$ cat config.mk
export PLATFORM = sky130hd
export DESIGN_NAME = dftprobe_chain
export DESIGN_NICKNAME = d
export VERILOG_FILES = /design/src/rtl/dftprobe_pkg.sv /design/src/rtl/dftprobe_sync.sv /design/src/rtl/dftprobe_chain.sv
export SDC_FILE = /design/constraint.sdc
export NUM_CORES = 1
export LEC_CHECK = 0
export CAP_MARGIN = 20
export CORE_AREA = 2 2 52 78
export CTS_BUF_LIST = sky130_fd_sc_hd__clkbuf_8
export CTS_CLUSTER_DIAMETER = 40
export CTS_CLUSTER_SIZE = 25
export DETAILED_ROUTE_END_ITERATION = 6
export DIE_AREA = 0 0 54 80
export PLACE_DENSITY = 0.66
export SLEW_MARGIN = 15
export SYNTH_ARGS = -nofsm -noshare
export SYNTH_HDL_FRONTEND = slang
export SYNTH_SLANG_ARGS = --single-unit
$ cat constraint.sdc
create_clock -name clk -period 3.4 [get_ports clk]
set_clock_uncertainty 0.2 [all_clocks]
set_input_delay 1.02 -clock clk [delete_from_list [all_inputs] [get_ports clk]]
set_output_delay 1.02 -clock clk [all_outputs]
set_load 0.01 [all_outputs]
$ cat src/rtl/dftprobe_pkg.sv
// Shared types and helpers for the multi-channel DFT TDI probe.
// Mode encodings, the config-width rule and an elaboration-time clog2.
package dftprobe_pkg;

    typedef enum logic [1:0] {
        MODE_OFF    = 2'b00,
        MODE_LIVE   = 2'b01,
        MODE_HOLD   = 2'b10,
        MODE_STICKY = 2'b11
    } mode_e;

    function automatic int clog2(input int n);
        int r;
        int v;
        r = 0;
        v = n - 1;
        while (v > 0) begin
            r = r + 1;
            v = v >> 1;
        end
        return r;
    endfunction

    // Config word is {mode[1:0], sel[selw-1:0]}.
    function automatic int cfg_width(input int selw);
        return selw + 2;
    endfunction

endpackage

$ cat src/rtl/dftprobe_sync.sv
// Generic W-bit, STAGES-deep flop synchroniser with async active-low reset.
module dftprobe_sync #(
    parameter int W      = 1,
    parameter int STAGES = 2
) (
    input  logic         clk,
    input  logic         rst_n,
    input  logic [W-1:0] i_d,
    output logic [W-1:0] o_q
);

    logic [STAGES-1:0][W-1:0] r_stage;

    always_ff @(posedge clk or negedge rst_n) begin
        if (!rst_n) begin
            r_stage <= '0;
        end else begin
            r_stage <= {r_stage[STAGES-2:0], i_d};
        end
    end

    assign o_q = r_stage[STAGES-1];

endmodule

$ cat src/rtl/dftprobe_chain.sv
// Multi-channel DFT TDI probe: synchronised enable and probes, serially loaded
// config with daisy-chain output, and OFF/LIVE/HOLD/STICKY output modes.
module dftprobe_chain
    import dftprobe_pkg::*;
#(
    parameter int NCH         = 8,
    parameter int SYNC_STAGES = 2
) (
    input  logic           clk,
    input  logic           rst_n,
    input  logic           CELV,
    input  logic           CELG,
    input  logic           CELSUB,
    input  logic           ten_encore,
    input  logic [NCH-1:0] i,
    input  logic           cfg_si,
    input  logic           cfg_shift,
    input  logic           cfg_update,
    output logic           cfg_so,
    output logic           tdi_encore,
    output logic           probe_valid
);

    localparam int SELW = clog2(NCH);
    localparam int CFGW = cfg_width(SELW);
    localparam int NPAD = 1 << SELW;

    typedef struct packed {
        mode_e            mode;
        logic [SELW-1:0]  sel;
    } cfg_t;

    logic            w_ten_s;
    logic [NCH-1:0]  w_i_s;
    logic [NCH-1:0]  r_i_s_d;
    logic [CFGW-1:0] r_sr;
    cfg_t            r_active;
    cfg_t            w_cfg_new;
    logic            r_hold;
    logic            r_sticky;
    logic            r_tdi;
    logic            r_valid;
    logic [NPAD-1:0] w_i_pad;
    logic [NPAD-1:0] w_id_pad;
    logic            w_shift;
    logic            w_update;
    logic            w_legal;
    logic            w_sel_bit;
    logic            w_sel_bit_d;
    logic            w_new_bit;
    logic            w_tdi_next;
    logic            w_valid_next;
    logic            w_unused_supply;

    dftprobe_sync #(.W(1), .STAGES(SYNC_STAGES)) u_sync_ten (
        .clk   (clk),
        .rst_n (rst_n),
        .i_d   (ten_encore),
        .o_q   (w_ten_s)
    );

    dftprobe_sync #(.W(NCH), .STAGES(SYNC_STAGES)) u_sync_i (
        .clk   (clk),
        .rst_n (rst_n),
        .i_d   (i),
        .o_q   (w_i_s)
    );

    // Probe vectors padded to 2**SELW so an out-of-range select reads a 0.
    for (genvar gi = 0; gi < NPAD; gi++) begin : g_pad
        if (gi < NCH) begin : g_live
            assign w_i_pad[gi]  = w_i_s[gi];
            assign w_id_pad[gi] = r_i_s_d[gi];
        end else begin : g_fill
            assign w_i_pad[gi]  = 1'b0;
            assign w_id_pad[gi] = 1'b0;
        end
    end

    assign w_unused_supply = CELV ^ CELG ^ CELSUB;

    assign w_shift     = w_ten_s & cfg_shift;
    assign w_update    = w_ten_s & cfg_update & ~cfg_shift;
    assign w_cfg_new   = cfg_t'(r_sr);
    assign w_legal     = int'(r_active.sel) < NCH;
    assign w_sel_bit   = w_i_pad[r_active.sel];
    assign w_sel_bit_d = w_id_pad[r_active.sel];
    assign w_new_bit   = w_i_pad[w_cfg_new.sel];

    always_comb begin
        w_tdi_next   = 1'b0;
        w_valid_next = w_ten_s & (r_active.mode != MODE_OFF) & w_legal;
        if (w_ten_s && w_legal) begin
            case (r_active.mode)
                MODE_LIVE:   w_tdi_next = w_sel_bit;
                MODE_HOLD:   w_tdi_next = r_hold;
                MODE_STICKY: w_tdi_next = r_sticky;
                default:     w_tdi_next = 1'b0;
            endcase
        end
    end

    always_ff @(posedge clk or negedge rst_n) begin
        if (!rst_n) begin
            r_i_s_d  <= '0;
            r_sr     <= '0;
            r_active <= '0;
            r_hold   <= 1'b0;
            r_sticky <= 1'b0;
            r_tdi    <= 1'b0;
            r_valid  <= 1'b0;
        end else begin
            r_i_s_d <= w_i_s;
            r_tdi   <= w_tdi_next;
            r_valid <= w_valid_next;
            if (!w_ten_s) begin
                r_sr     <= '0;
                r_active <= '0;
                r_hold   <= 1'b0;
                r_sticky <= 1'b0;
            end else begin
                if (w_shift) begin
                    r_sr <= {r_sr[CFGW-2:0], cfg_si};
                end
                // An update clears sticky; only edges seen after it count.
                if (w_update) begin
                    r_active <= w_cfg_new;
                    r_hold   <= w_new_bit;
                    r_sticky <= 1'b0;
                end else if (r_active.mode == MODE_STICKY) begin
                    r_sticky <= r_sticky | (w_sel_bit & ~w_sel_bit_d);
                end
            end
        end
    end

    assign cfg_so      = r_sr[CFGW-1];
    assign tdi_encore  = r_tdi;
    assign probe_valid = r_valid;

endmodule

After elaboration in Yosys (flattened, before gate mapping)
Index checks and enable logic that the tools add are counted. W data, S select, Z words.

Order comparisons: 2. Equal/unequal tests: 6. Mux-type cells: 17. Bitwise logic cells: 8. Reductions and logical operators: 1.

Operator list (count): $mux W5 (4); $bmux W1 S3 (3); $mux W1 (9); $lt A3 B4 Y1 const B (2); $and A1 B1 Y1 (5); $eq A2 B2 Y1 const B (2); $ne A2 B2 Y1 const B (2); $ne A3 B3 Y1 const B (1); $pmux W1 S3 (1); $eq A2 B1 Y1 const B (1); $not A1 Y1 (2); $reduce_bool A2 Y1 (1); $or A1 B1 Y1 (1).

Bits in registers: 40. Input port bits: 17. Output and inout port bits: 3. Word-level logic and storage cells: 46.

Logic depth before layout (Yosys ltp)
Gate-level depths: netlist of run 1.

Word-level depth: 8. Gate-level depth with buffers: 4. Mapped depth without buffers: 3.

Cells and area by module
From an unflattened synthesis of run 1, not the netlist that was laid out.

Cell total of the unflattened synthesis: 97. Area, all modules: 1461.4 um^2.

Modules (own cells, without submodules): dftprobe_chain (times used 1, cells each 71, area an instance 950.9 um^2, sequential area each 550.5 um^2); dftprobe_sync (u_sync_i) (times used 1, cells each 24, area an instance 460.4 um^2, sequential area each 400.4 um^2); dftprobe_sync (u_sync_ten) (times used 1, cells each 2, area an instance 50.0 um^2, sequential area each 50.0 um^2).

Least setup slack after synthesis of run 1
Ideal clock, no wire load.

Path kind: input -> register. Start point: input cfg_shift. End point: register r_sticky. Setup time: 95 ps. Arrival: 1825 ps. Required time: 3105 ps. Slack: 1279 ps. Stages: 4. Path buffers: 1. Path through: clkbuf_1 -> nand2b_1 -> nand4_1 -> o31ai_1.

Longest elaborated chain between the ends: 4. Elaborated cells between the ends (all ways): 5. Classes of those cells: 1 x eq/ne; 2 x mux; 2 x bitwise.

Ends and longest elaborated chain: start, declared (RTL line dftprobe_chain.sv:17) `input logic cfg_shift,`; $not A1 Y1 (*) (RTL line dftprobe_chain.sv:83) `assign w_update = w_ten_s & cfg_update & ~cfg_shift;`; $and A1 B1 Y1 (*) (RTL line dftprobe_chain.sv:83); $mux W1 (RTL line dftprobe_chain.sv:126) `if (w_update) begin`; $mux W1 (RTL line dftprobe_chain.sv:116) `if (!w_ten_s) begin`; end signal, assigned (RTL line dftprobe_chain.sv:131) `r_sticky <= r_sticky | (w_sel_bit & ~w_sel_bit_d);`; end, declared (RTL line dftprobe_chain.sv:40) `logic r_sticky;`.

Mark *: on every way between the ends. The rest lies on a longest branch, timed or not. A chain may end at the register's enable or synchronous reset.

Worst setup path after layout of run 1
Start point: register r_sr[4]. End point: output cfg_so.

RTL lines: start, declared (RTL line dftprobe_chain.sv:36) `logic [CFGW-1:0] r_sr;`; start signal, assigned (RTL line dftprobe_chain.sv:123) `r_sr <= {r_sr[CFGW-2:0], cfg_si};`; end, declared (RTL line dftprobe_chain.sv:19) `output logic cfg_so,`.

No word-level cell between the ends.

==> flow_summary.json, run 1 <==
{
  "status": "complete, no violations",
  "ys_seq_area_share_pct": 70.8,
  "netlist.top_cell.by_area": "sky130_fd_sc_hd__dfrtp_1",
  "area_of_all_placed_cells_without_fillers_sq_mm": 0.00174,
  "route.vias.total": 737,
  "start_point_of_the_critical_path": "r_sr[4]$_DFFE_PN0P_",
  "gp_congestion": 0.772,
  "floorplan.die.width_um": 54,
  "fin_crit_sh_pct": 71.1,
  "postLayoutSetupSlackWorst_ps": 982,
  "fillerInstances": 338,
  "critical_setup_path_kind": "reg2out",
  "synth_area_leaders": "sky130_fd_sc_hd__dfrtp_1, sky130_fd_sc_hd__mux4_2, sky130_fd_sc_hd__mux2i_1, sky130_fd_sc_hd__mux4_1, sky130_fd_sc_hd__nor2b_1",
  "yosys_warnings": 0,
  "most-common-layout-cells": "sky130_fd_sc_hd__dfrtp_1, sky130_fd_sc_hd__clkdlybuf4s50_1, sky130_fd_sc_hd__nand2_1",
  "num_rows": 27,
  "power_density_mw_per_mm2": 567,
  "setup_repair_after_global_routing_missed_its_margin": "false",
  "dpl_worst_slack_ps": 715,
  "totalWireLength_um": 2240,
  "fmax_ghz": 0.413,
  "cts_root_buf": "sky130_fd_sc_hd__clkbuf_8",
  "start_util_pct": 38.8,
  "timing.max_cap.violations": 0,
  "vias_per_cell": 4.82,
  "layout_min_cycle_time_ps": 2420,
  "worstSetupEndpointType": "output pin",
  "finish.cell_count_without_fillers": 153,
  "highest_ir_drop_seen_on_vdd_uv": 565,
  "top_level_ports": 20,
  "first_pass_grt_wire_length_um": 3750,
  "placeableCoreArea_sq_mm": 0.00365,
  "cts_made_buffers": 5,
  "final_hold_viol_count": 0,
  "r2r_cells": 3,
  "min_path_cells": 0,
  "reg2reg_setup_slack_ps": 1560,
  "grt_max_degree": 41,
  "worstReg2RegStart": "r_active[1]$_DFFE_PN0P_",
  "worst_setup_path_start_kind": "register",
  "dpl_cell_area_sq_mm": 0.00162,
  "hpwl_um": 1630,
  "wire_per_inst_um": 14.6,
  "htree_levels": 2,
  "yosys_register_bits": 40,
  "floorplan.die_area_sq_mm": 0.00432,
  "cts_post_setup_buffers_inserted": 0,
  "tritoncts": "built",
  "holdCritStartpoint": "u_sync_i.r_stage[1]$_DFF_PN0_",
  "final_max_slew_viol_count": 0,
  "crit_arrival_ps": 1200,
  "path_delay_family": "buffers and inverters",
  "worstMarginPinSlew_ps": 835,
  "fp.dieH_um": 80,
  "p_total_mw": 0.989,
  "clk-insertion-delay-late_ps": 290,
  "placed_cells": 146,
  "synthesis.area_sq_mm": 0.00141,
  "finalSetupTns_ps": 0,
  "max-clock-path-buffers": 2,
  "crit_fanout": 3,
  "critPathBufInv": 1,
  "clock_sink_count": 40,
  "critPathMaxStageDelay_ps": 550,
  "path_clk_slew_ps": 70,
  "area_growth_pct": 23.4,
  "first_iter_violations": 18,
  "setup_violations": 0,
  "share_of_the_synthesized_area_in_the_top_cell_type_pct": 70.8,
  "grt_antenna_before_repair": 0,
  "synthesis.area_per_instance_sq_um": 15.9,
  "holdBufCountCts": 0,
  "buffer_ports.inserted": 16,
  "post-route-drc-count": 0,
  "path_cells": "clkdlybuf4s50_1",
  "yosys.cell_types.count": 17,
  "synth_cells": 89,
  "maxSlewHeadroom_pct": 44.4,
  "drt_pass1_iterations": 4,
  "grt_overflow": 0,
  "critPathSlowestCell": "sky130_fd_sc_hd__clkdlybuf4s50_1",
  "r2r_end": "r_sticky$_DFFE_PN0P_",
  "global_route.usage.total_pct": 12.9,
  "hold_path_end": "u_sync_i.o_q[1]$_DFF_PN0_",
  "layout_commonest_cell": "sky130_fd_sc_hd__dfrtp_1",
  "diodes": 0,
  "worst_hold_path_type": "reg2reg",
  "postSynthNetCount": 106,
  "cts.repair.resized": 0,
  "drtAntennaViolNets": 0,
  "static-leakage-power_nw": 0.742,
  "critical_path_required_ps": 2180,
  "num-nets-final": 127,
  "final_layout_size_suffix_gt1_share_pct": 11.8,
  "via_count_of_the_first_global_routing_pass": 809
}
[synth_stat cells]
| cell | count |
|---|---|
| sky130_fd_sc_hd__nor2b_1 | 7 |
| sky130_fd_sc_hd__nand4_1 | 1 |
| sky130_fd_sc_hd__o31ai_1 | 1 |
| sky130_fd_sc_hd__inv_1 | 2 |
| sky130_fd_sc_hd__nand2_1 | 10 |
| sky130_fd_sc_hd__mux4_1 | 2 |
| sky130_fd_sc_hd__mux4_2 | 4 |
| sky130_fd_sc_hd__clkbuf_1 | 2 |
| sky130_fd_sc_hd__nand3_1 | 1 |
| sky130_fd_sc_hd__a21boi_0 | 5 |
| sky130_fd_sc_hd__mux2_2 | 1 |
| sky130_fd_sc_hd__o21ai_0 | 2 |
| sky130_fd_sc_hd__a211oi_1 | 2 |
| sky130_fd_sc_hd__mux2i_1 | 7 |
| sky130_fd_sc_hd__a21oi_1 | 1 |
| sky130_fd_sc_hd__nand2b_1 | 1 |
| sky130_fd_sc_hd__dfrtp_1 | 40 |
[worst max-delay path by stage]
stage / end / slack, ps / depth (start not counted)
floorplan: r_sticky$_DFFE_PN0P_ / 1280 / 4
detailed placement: r_sticky$_DFFE_PN0P_ / 710 / 4
global route: r_sticky$_DFFE_PN0P_ / 910 / 4
CTS: cfg_so / 970 / 1
finish: cfg_so / 980 / 1
global placement: r_sticky$_DFFE_PN0P_ / 810 / 4
[logic make-up after synthesis]
family	after synthesis	share of synthesized area, %
buffers and inverters	4	1.06
and+or+nand+nor	20	6.99
DFF	40	70.8
muxes	14	15.8
AOI/OAI and AO/OA	11	5.31
[metrics by stage]
step | hold WS, ps | utilization (%)
global placement | 132 | 44.3
detailed placement | 135 | 44.3
floorplan | 131 | -
finish | 142 | 47.8
global route | 158 | 47.8
CTS | 144 | 47.8
[sequential cells by signal (all words and copies together), names as in the netlist]
name	count
u_sync_ten.o_q	1
u_sync_i.o_q	8
r_active	5
u_sync_i.r_stage	8
tdi_encore	1
r_sticky	1
probe_valid	1
r_sr	5
r_hold	1
r_i_s_d	8
u_sync_ten.r_stage	1
[power breakdown]
part           internal [mW]  leakage, nW  switching [mW]
registers              0.494        0.497          0.0117
clock network          0.289       0.0642           0.149
logic                 0.0266        0.181          0.0191
[layout make-up]
class / count / area, sq um / area share (%)
Inverter: 2 / 7.51 / 0.430
Tap cell: 43 / 53.8 / 3.08
Timing Repair Buffer: 16 / 155 / 8.90
Multi-Input combinational cell: 45 / 398 / 22.8
Clock buffer: 5 / 68.8 / 3.95
Sequential cell: 40 / 1000 / 57.4
Clock inverter: 2 / 60.1 / 3.44
[metal layers]
layer | wire length (um) | track usage, % | part of all wire (%)
met5 | 0 | 0 | 0
met4 | 57 | 6.75 | 2.5
met3 | 72 | 4.49 | 3.2
met2 | 1310 | 22.4 | 58
met1 | 804 | 12.8 | 36
Note: power is estimated with default switching activity, not from simulation.
==> run 2: changes to the inputs <==
--- a/config.mk
+++ b/config.mk
@@ -12,7 +12,7 @@
 export CTS_CLUSTER_SIZE = 25
 export DETAILED_ROUTE_END_ITERATION = 6
 export DIE_AREA = 0 0 54 80
-export PLACE_DENSITY = 0.66
+export PLACE_DENSITY = 0.68
 export SLEW_MARGIN = 15
 export SYNTH_ARGS = -nofsm -noshare
 export SYNTH_HDL_FRONTEND = slang
==> constraint.sdc (replaced) <==
create_clock -name clk -period 2.2 [get_ports clk]
set_clock_uncertainty 0.2 [all_clocks]
set_input_delay 0.66 -clock clk [delete_from_list [all_inputs] [get_ports clk]]
set_output_delay 0.66 -clock clk [all_outputs]
set_load 0.01 [all_outputs]
==> run 2 against run 1 <==
  * Final cell count is 2.6% higher
  * Combinational power up 68%
  * Sequential power is 54% higher
  * First-iteration DRC count decreased by 39%
  * Global-route usage down 0.65 points
  * Largest power group unchanged
  * Worst hold slack got worse by 8.4 ps
  * Flip-flop and latch count unchanged
  * Sequential share of layout area stayed put
  * Power is 35% higher
  * Non-clock buffer count rose by 3
  * Die area stayed put
  * Critical endpoint unchanged
  * Core utilization is the same
==> flow_summary.json, run 2 (synthesized netlist as in run 1, its figures left out) <==
{
  "comb_power_share_pct": 5.8,
  "fmax_ghz": 0.489,
  "fin_crit_sh_pct": 92.9,
  "setup_repair_after_global_routing_missed_its_margin": "false",
  "tritoncts": "built",
  "crit_fanout": 3,
  "power_frac_clock_pct": 35.7,
  "top_level_ports": 20,
  "first_pass_grt_wire_length_um": 3640,
  "totalWireLength_um": 2150,
  "buffer_ports.inserted": 16,
  "start_util_pct": 38.8,
  "num-nets-final": 130,
  "floorplan.die_area_sq_mm": 0.00432,
  "path_cells": "clkdlybuf4s50_1",
  "netSwitchingFraction_pct": 20.5,
  "start_point_of_the_critical_path": "r_sr[4]$_DFFE_PN0P_",
  "fp.dieH_um": 80,
  "critPathSlowestCell": "sky130_fd_sc_hd__clkdlybuf4s50_1",
  "setup_violations": 0,
  "diodes": 0,
  "netSwitchingPower_mw": 0.273,
  "critical_setup_path_kind": "reg2out",
  "vias_per_cell": 4.97,
  "clock_sink_count": 40,
  "clk-insertion-delay-late_ps": 280,
  "worst_hold_path_type": "in2async",
  "hpwl_um": 1600,
  "worstReg2RegStart": "r_active[1]$_DFFE_PN0P_",
  "wire_per_inst_um": 13.7,
  "power_density_mw_per_mm2": 764,
  "placeableCoreArea_sq_mm": 0.00365,
  "num_rows": 27,
  "multi_input_comb_area_sq_um": 398,
  "critPathBufInv": 1,
  "status": "complete, no violations",
  "via_count_of_the_first_global_routing_pass": 838,
  "cts.repair.resized": 0,
  "most-common-layout-cells": "sky130_fd_sc_hd__dfrtp_1, sky130_fd_sc_hd__clkdlybuf4s50_1, sky130_fd_sc_hd__nand2_1",
  "static-leakage-power_nw": 0.746,
  "final_hold_viol_count": 0,
  "maxSlewHeadroom_pct": 76.3,
  "first_iter_violations": 11,
  "finalSetupTns_ps": 0,
  "detailroute.wirelength.met3_um": 89,
  "grt_max_degree": 41,
  "critical_path_required_ps": 1340,
  "layout_commonest_cell": "sky130_fd_sc_hd__dfrtp_1",
  "worst_setup_path_start_kind": "register",
  "highest_ir_drop_seen_on_vdd_uv": 498,
  "area_growth_pct": 23.4,
  "path_delay_family": "buffers and inverters",
  "grt_overflow": 0,
  "global_route.usage.total_pct": 12.2,
  "drtAntennaViolNets": 0,
  "cts_post_setup_buffers_inserted": 0,
  "fillerInstances": 318,
  "final_max_slew_viol_count": 0,
  "layout_min_cycle_time_ps": 2040,
  "internal_power_mw": 1.06,
  "topRoutingLayerUsed": "met4",
  "timing.max_cap.violations": 0,
  "route.vias.total": 781,
  "holdBufCountCts": 0,
  "drt_pass1_iterations": 3,
  "met2WireLength_um": 1220,
  "max-clock-path-buffers": 2,
  "floorplan.die.width_um": 54,
  "post-route-drc-count": 0,
  "crit_arrival_ps": 1180,
  "cts_made_buffers": 5,
  "path_clk_slew_ps": 70,
  "fin_util_pct": 47.8,
  "critPathMaxStageDelay_ps": 540,
  "grt_antenna_before_repair": 0,
  "cts_root_buf": "sky130_fd_sc_hd__clkbuf_8",
  "drt-met1-wl_um": 747,
  "worstSetupEndpointType": "output pin",
  "gp_congestion": 0.783,
  "seqCellArea_sq_mm": 0.00100,
  "final_layout_size_suffix_gt1_share_pct": 14.0,
  "power_frac_seq_pct": 58.6,
  "htree_levels": 2,
  "worstMarginPinSlew_ps": 355
}
-- run 2: per-layer routing --
metal / vias up / global-route usage (%)
met4: 0 / 8.25
met5: - / 0
met1: 393 / 12.5
met3: 10 / 4.68
met2: 17 / 19.8
li1: 361 / -
-- run 2: final timing paths --
path	endpoint	slack (ps)	cells past startpoint
max	cfg_so	160	1
min	u_sync_i.r_stage[0]$_DFF_PN0_	130	2
max reg2reg	r_sticky$_DFFE_PN0P_	380	3
min reg2reg	u_sync_i.o_q[2]$_DFF_PN0_	150	0
max in group asynchronous	r_sr[3]$_DFFE_PN0P_	1470	2
min in group clk	u_sync_i.o_q[2]$_DFF_PN0_	150	0
-- run 2: layout make-up --
cell class              instances  area share, %
flip-flops and latches         40           57.4
multi-input cells              45           22.8
repair buffers                 19           10.9
clock buffers                   6           4.73
well taps                      43           3.08
clock inverters                 2          0.646
inverters                       2          0.430
-- run 2: power groups by stage --
| stage | combinational (mW) | sequential (mW) | clock (mW) |
|---|---|---|---|
| floorplan | 0.0328 | 0.788 | 0 |
| finish | 0.0768 | 0.781 | 0.476 |
| CTS | 0.0789 | 0.781 | 0.490 |
| global route | 0.0851 | 0.784 | 0.517 |
| global placement | 0.0768 | 0.793 | 0 |
| detailed placement | 0.0787 | 0.796 | 0 |
-- run 2: metrics by stage --
stage / hold slack (ps) / setup WS (ps) / instance area [sq um] / total power [mW] / std cells
floorplan: 131 / 439 / 1410 / 0.821 / 89
global placement: 132 / 195 / 1650 / 0.870 / 149
detailed placement: 135 / 158 / 1650 / 0.874 / 149
CTS: 137 / 138 / 1740 / 1.35 / 157
global route: 141 / 103 / 1740 / 1.39 / 157
finish: 134 / 156 / 1740 / 1.33 / 157
==> run 3: changes to the inputs <==
--- a/config.mk
+++ b/config.mk
@@ -13,7 +13,7 @@
 export DETAILED_ROUTE_END_ITERATION = 6
 export DIE_AREA = 0 0 54 80
 export PLACE_DENSITY = 0.68
-export SLEW_MARGIN = 15
+export SLEW_MARGIN = 0
 export SYNTH_ARGS = -nofsm -noshare
 export SYNTH_HDL_FRONTEND = slang
 export SYNTH_SLANG_ARGS = --single-unit
==> results of run 3 <==
The final DEF is identical to that of run 2; final timing and power are the same.
